===== src/rtl/seven_seg_mux.sv =====
// -----------------------------------------------------------------------------
// seven_seg_mux
//
// Drives a two-digit, time-multiplexed 7-segment display from the BCD digit
// pair (zehner = tens, einer = units). The pair is captured into shadow
// registers only at the tens-to-units frame boundary, so a digit can never
// change part-way through a frame. Options: leading-zero blanking of the tens
// digit, whole-display blinking, and a dash for invalid BCD codes.
//
// Parameters:
//   REFRESH_DIV  - clock cycles per digit slot (>= 2)
//   BLINK_FRAMES - frames per blink half-period (>= 1), frame = 2 slots
//
// Ports:
//   clk_i      in   system clock, rising edge
//   rst_i      in   synchronous active-high reset
//   zehner     in   [3:0] tens digit, BCD (10..15 invalid)
//   einer      in   [3:0] units digit, BCD (10..15 invalid)
//   blank_lz_i in   blank the tens digit when the latched tens value is 0
//   blink_i    in   blink the whole display
//   seg_o      out  [6:0] segments {g,f,e,d,c,b,a}, active-high, registered
//   dig_o      out  [1:0] digit enables, bit0 = units, bit1 = tens, registered
// -----------------------------------------------------------------------------
module seven_seg_mux #(
  parameter int REFRESH_DIV  = 1000,
  parameter int BLINK_FRAMES = 64
) (
  input  logic       clk_i,
  input  logic       rst_i,
  input  logic [3:0] zehner,
  input  logic [3:0] einer,
  input  logic       blank_lz_i,
  input  logic       blink_i,
  output logic [6:0] seg_o,
  output logic [1:0] dig_o
);

  localparam int CNT_W = (REFRESH_DIV > 1) ? $clog2(REFRESH_DIV) : 1;
  localparam int FRM_W = (BLINK_FRAMES > 1) ? $clog2(BLINK_FRAMES) : 1;
  localparam logic [CNT_W-1:0] CNT_MAX = CNT_W'(REFRESH_DIV - 1);
  localparam logic [FRM_W-1:0] FRM_MAX = FRM_W'(BLINK_FRAMES - 1);

  logic [CNT_W-1:0] cnt;
  logic             sel;
  logic [FRM_W-1:0] frame_cnt;
  logic             phase_on;
  logic [3:0]       sh_tens;
  logic [3:0]       sh_units;

  logic             slot_end;
  logic             frame_end;
  logic [3:0]       digit;
  logic             show;
  logic             blank_tens;
  logic [6:0]       seg_p0;
  logic [1:0]       dig_p0;

  // BCD to segment pattern {g,f,e,d,c,b,a}; anything above 9 renders a dash.
  function automatic logic [6:0] decode_bcd(input logic [3:0] d);
    case (d)
      4'd0:    decode_bcd = 7'h3F;
      4'd1:    decode_bcd = 7'h06;
      4'd2:    decode_bcd = 7'h5B;
      4'd3:    decode_bcd = 7'h4F;
      4'd4:    decode_bcd = 7'h66;
      4'd5:    decode_bcd = 7'h6D;
      4'd6:    decode_bcd = 7'h7D;
      4'd7:    decode_bcd = 7'h07;
      4'd8:    decode_bcd = 7'h7F;
      4'd9:    decode_bcd = 7'h6F;
      default: decode_bcd = 7'h40;
    endcase
  endfunction

  // Stage p0: combinational display word from the current slot state
  always_comb begin
    slot_end   = (cnt == CNT_MAX);
    frame_end  = slot_end && sel;
    digit      = sel ? sh_tens : sh_units;
    // blink_i low forces the display on immediately, without waiting for
    // the registered phase to be re-forced on the next edge.
    show       = phase_on || !blink_i;
    blank_tens = sel && blank_lz_i && (sh_tens == 4'd0);
    seg_p0     = 7'h00;
    dig_p0     = 2'b00;
    if (show && !blank_tens) begin
      seg_p0 = decode_bcd(digit);
      dig_p0 = sel ? 2'b10 : 2'b01;
    end
  end

  // Stage p1: slot/frame/blink state and registered outputs
  always_ff @(posedge clk_i) begin
    if (rst_i) begin
      cnt       <= '0;
      sel       <= 1'b0;
      frame_cnt <= '0;
      phase_on  <= 1'b1;
      sh_tens   <= 4'd0;
      sh_units  <= 4'd0;
      seg_o     <= 7'h00;
      dig_o     <= 2'b00;
    end else begin
      cnt <= slot_end ? '0 : cnt + 1'b1;
      if (slot_end) sel <= ~sel;

      if (frame_end) begin
        sh_tens  <= zehner;
        sh_units <= einer;
      end

      if (!blink_i) begin
        frame_cnt <= '0;
        phase_on  <= 1'b1;
      end else if (frame_end) begin
        if (frame_cnt == FRM_MAX) begin
          frame_cnt <= '0;
          phase_on  <= ~phase_on;
        end else begin
          frame_cnt <= frame_cnt + 1'b1;
        end
      end

      seg_o <= seg_p0;
      dig_o <= dig_p0;
    end
  end

endmodule


===== config.mk =====
export PLATFORM = sky130hd
export DESIGN_NAME = seven_seg_mux
export DESIGN_NICKNAME = d
export VERILOG_FILES = /design/src/rtl/seven_seg_mux.sv
export SDC_FILE = /design/constraint.sdc
export NUM_CORES = 1
export LEC_CHECK = 0
export CAP_MARGIN = 15
export CORE_MARGIN = 5
export CORE_UTILIZATION = 53
export DETAILED_ROUTE_END_ITERATION = 6
export GPL_ROUTABILITY_DRIVEN = 0
export GPL_TIMING_DRIVEN = 0
export PLACE_DENSITY = 0.77
export SLEW_MARGIN = 20
export SYNTH_ARGS = -nofsm -noshare
export SYNTH_HDL_FRONTEND = slang
export SYNTH_SLANG_ARGS = --single-unit

===== constraint.sdc =====
create_clock -name clk_i -period 2.2 [get_ports clk_i]
set_input_delay 0.44 -clock clk_i [delete_from_list [all_inputs] [get_ports clk_i]]
set_output_delay 0.44 -clock clk_i [all_outputs]
set_load 0.005 [all_outputs]

==> run_results.csv, run 1 <==
group,metric,value,unit
critical_path,endpoint_kind,"flip-flop",
yosys,syn_avg_cell_area,8.68,µm²
critical_path,critPathKind,"reg2reg",
sta,slew_headroom,52.7,%
sta,rsz0062_at_grt,"false",
pwr,leakage,0.741,nW
placed_design,place_inst,232,
job,drv_cap,0,
clock_tree,insertion_delay,0.34,ns
critical_path,cp_max_fo,10,
die,coreArea,2810,µm²
global_routing,grtUsageTotal,16.7,%
yosys,synth_fp_nets,201,
global_routing,grt_first_pass_wirelength,5470,µm
placed_design,portBuffers,20,
critical_path,slowest_delay,0.48,ns
sta,period_minus_slack,2.01,ns
sta,hold_violations,0,
sta,fin_hold_ws,0.452,ns
critical_path,arrival,2.28,ns
routing,drt_iter0_markers,140,
clock_tree,max-clock-path-buffers,2,
routing,finalWirelength,3180,µm
finish,num_antenna_cells,0,
yosys,async_flop_share,0,%
yosys,yosys.area.top_type_share,44.6,%
critical_path,cp-start-kind,"flip-flop",
finish,fin_cells,240,
global_routing,grt_remaining_overflow,0,
sta,slew_viol_final,0,
die,die_y,64.4,µm
finish,mostFrequentLayoutCell,"dfxtp_1",
pwr,irDropWorstVdd,0.000448,V
global_routing,grt_max_degree,11,
pwr,p_per_area,586,nW/µm²
finish,final_layout_size_suffix_gt1_share,8.13,%
worst_hold_path,min_path_type,"reg2reg",
clock_tree,htreeDepth,2,
clock_tree,numCtsBuffers,5,
yosys,yosys_warnings,0,
sta,setup_violations,0,
sta,tns,0,ns
placed_design,dpl_cell_area,1810,µm²
yosys,synthDistinctLibCells,36,
yosys,synth-edff-count,0,
yosys,ys.flop_type,"dfxtp_1",
critical_path,crit_chain,"buf_2 -> mux2i_1 -> inv_1 -> ha_1 -> or3_1 -> a21oi_1",
die,row_count,19,
critical_path,critical-path-slowest-cell,"mux2i_1",
sta,fin_crit_sh,91.2,%
finish,final_area,1880,µm²
routing,vias,1313,
yosys,synth.area.top_cells,"dfxtp_1 (45%), a21oi_1 (6.7%), ha_1 (6.4%)",
sta,fmax,498,MHz
global_routing,antenna_found_initial,0,
die,ioPinCount,21,
run_status,status,"finished, final reports clean",
routing,dr.pass1.iters,4,
routing,drc,0,
yosys,ys_seq_elements,35,
yosys,yosys.area.top_type,"dfxtp_1",
routing,viasPerCell,5.47,
clock_tree,hold_buffers,0,
finish,syn2layout_area_growth,19.8,%
sta,tightest_slew,0.690,ns
finish,fin_nets,228,
yosys,netlist_area,1570,µm²
yosys,netlist_instances,181,
clock_tree,cts.sinks,35,
sta,finalClockSkew,0.00833,ns
die,initial_core_util,56.0,%
finish,final_cell_mix,"dfxtp_1 (35), nand2_1 (26), nor2_1 (22), a21oi_1 (21), clkdlybuf4s50_1 (20)",
yosys,yosysSeqAreaShare,44.6,%
pwr,power.total,1.10,mW
routing,avgRoutedWirePerCell,13.3,µm
die,dieArea,4150,µm²
clock_tree,root_buffer,"clkbuf_4",
clock_tree,cts_tree,"built",
critical_path,cp.required,2.47,ns
placed_design,hpwl,2330,µm
routing,ant_nets,0,
clock_tree,clk_pin_slew,0.09,ns
die,die_w,64.4,µm
global_routing,first_global_vias,1265,
==> through the flow <==
stage | setup slack (ns) | utilization, %
after detailed placement | -0.123 | 64.5
after floorplan | 0.445 | -
after global placement | -0.0976 | 64.5
after CTS | 0.146 | 66.9
final | 0.193 | 67.1
after global routing | 0.0114 | 67.1
==> Yosys cell counts, types with 2 or more instances <==
master / instances
inv_1: 6
o21ai_0: 6
or3_1: 3
nand3_1: 2
nor4_1: 2
ha_1: 8
nor2_1: 22
xor2_1: 3
mux2_2: 2
nand3b_1: 2
and3_1: 6
dfxtp_1: 35
xnor2_1: 6
nand2_1: 26
a31oi_1: 2
clkbuf_1: 4
mux2i_1: 4
and2_1: 2
a21oi_1: 21
nor3_1: 3
==> worst paths after layout <==
path | cells after the start | start | to | slack [ns]
setup / recovery | 6 | sel | seg_o[5] | 0.19
hold / removal | 1 | cnt[0] | cnt[0] | 0.45
setup reg to reg | 6 | sel | seg_o[5] | 0.19
hold reg to reg | 1 | cnt[0] | cnt[0] | 0.45
==> where the power goes <==
group | total [mW] | switching, mW | internal [mW]
logic | 0.0628 | 0.0244 | 0.0383
registers | 0.650 | 0.00494 | 0.645
clock network | 0.390 | 0.202 | 0.188
total | 1.10 | 0.231 | 0.871
==> registers in the layout, summed over array words and instances, names as in the netlist <==
register / count
frame_cnt: 6
sel: 1
dig_o: 2
seg_o: 7
sh_units: 4
sh_tens: 4
cnt: 10
phase_on: 1
==> layer usage <==
layer	GRT usage, %	share of wire (%)	vias to the layer above	routed length (µm)
li1	-	-	672	-
met1	20.3	48	600	1510
met2	26.3	44	36	1400
met3	6.22	6.4	5	203
met4	7.92	1.8	0	58
met5	0	0	-	0
==> critical path, delay by kind of cell, from the launching register on <==
family / cells / cell delay (ns)
flip-flops: 1 / 0.33
multiplexers: 1 / 0.48
AND/OR/NAND/NOR: 1 / 0.37
adder cells (fa/ha/maj): 1 / 0.24
AO/OA/AOI/OAI: 1 / 0.12
buffers and inverters: 2 / 0.41
==> layout make-up <==
| cell class | count | area, µm² |
|---|---|---|
| fillers | 243 | 923 |
| multi-input cells | 135 | 831 |
| flip-flops and latches | 35 | 701 |
| repair buffers | 20 | 200 |
| clock buffers | 8 | 68.8 |
| well taps | 31 | 38.8 |
| inverters | 6 | 22.5 |
| plain buffers | 5 | 20.0 |
==> what timing repair did <==
action,in CTS,in global routing
endpoints found under the hold margin,0,0
setup buffers,0,0
gates resized for setup,0,1
endpoints found under the setup margin,0,1
==> cells by family (layout without fill, tap and decap cells) <==
kind of cell	Yosys count	count (layout)	share of synthesized area, %
buffers and inverters	11	39	2.71
XOR/XNOR	9	9	5.02
AO/OA/AOI/OAI	34	34	12.2
flip-flops	35	35	44.6
adder cells (fa/ha/maj)	8	8	6.37
multiplexers	6	6	3.98
AND/OR/NAND/NOR	78	78	25.1
No activity file was read; power rests on OpenSTA's default activity.
==> run 2, diff against run 1 <==
--- a/config.mk
+++ b/config.mk
@@ -12,7 +12,7 @@
 export GPL_ROUTABILITY_DRIVEN = 0
 export GPL_TIMING_DRIVEN = 0
 export PLACE_DENSITY = 0.77
-export SLEW_MARGIN = 20
+export SLEW_MARGIN = 30
 export SYNTH_ARGS = -nofsm -noshare
 export SYNTH_HDL_FRONTEND = slang
 export SYNTH_SLANG_ARGS = --single-unit
==> constraint.sdc (replaced) <==
create_clock -name clk_i -period 2.2 [get_ports clk_i]
set_input_delay 0.55 -clock clk_i [delete_from_list [all_inputs] [get_ports clk_i]]
set_output_delay 0.55 -clock clk_i [all_outputs]
set_load 0.005 [all_outputs]
==> results of run 2 <==
Same layout as run 1 (identical final DEF). Status: finished, final reports clean.
Among the figures that moved: setup slack after placement -0.123 ns -> -0.233 ns; setup slack after layout 0.193 ns -> 0.125 ns; start point of the critical path sel -> blank_lz_i; end point of the critical path seg_o[5] -> seg_o[2]
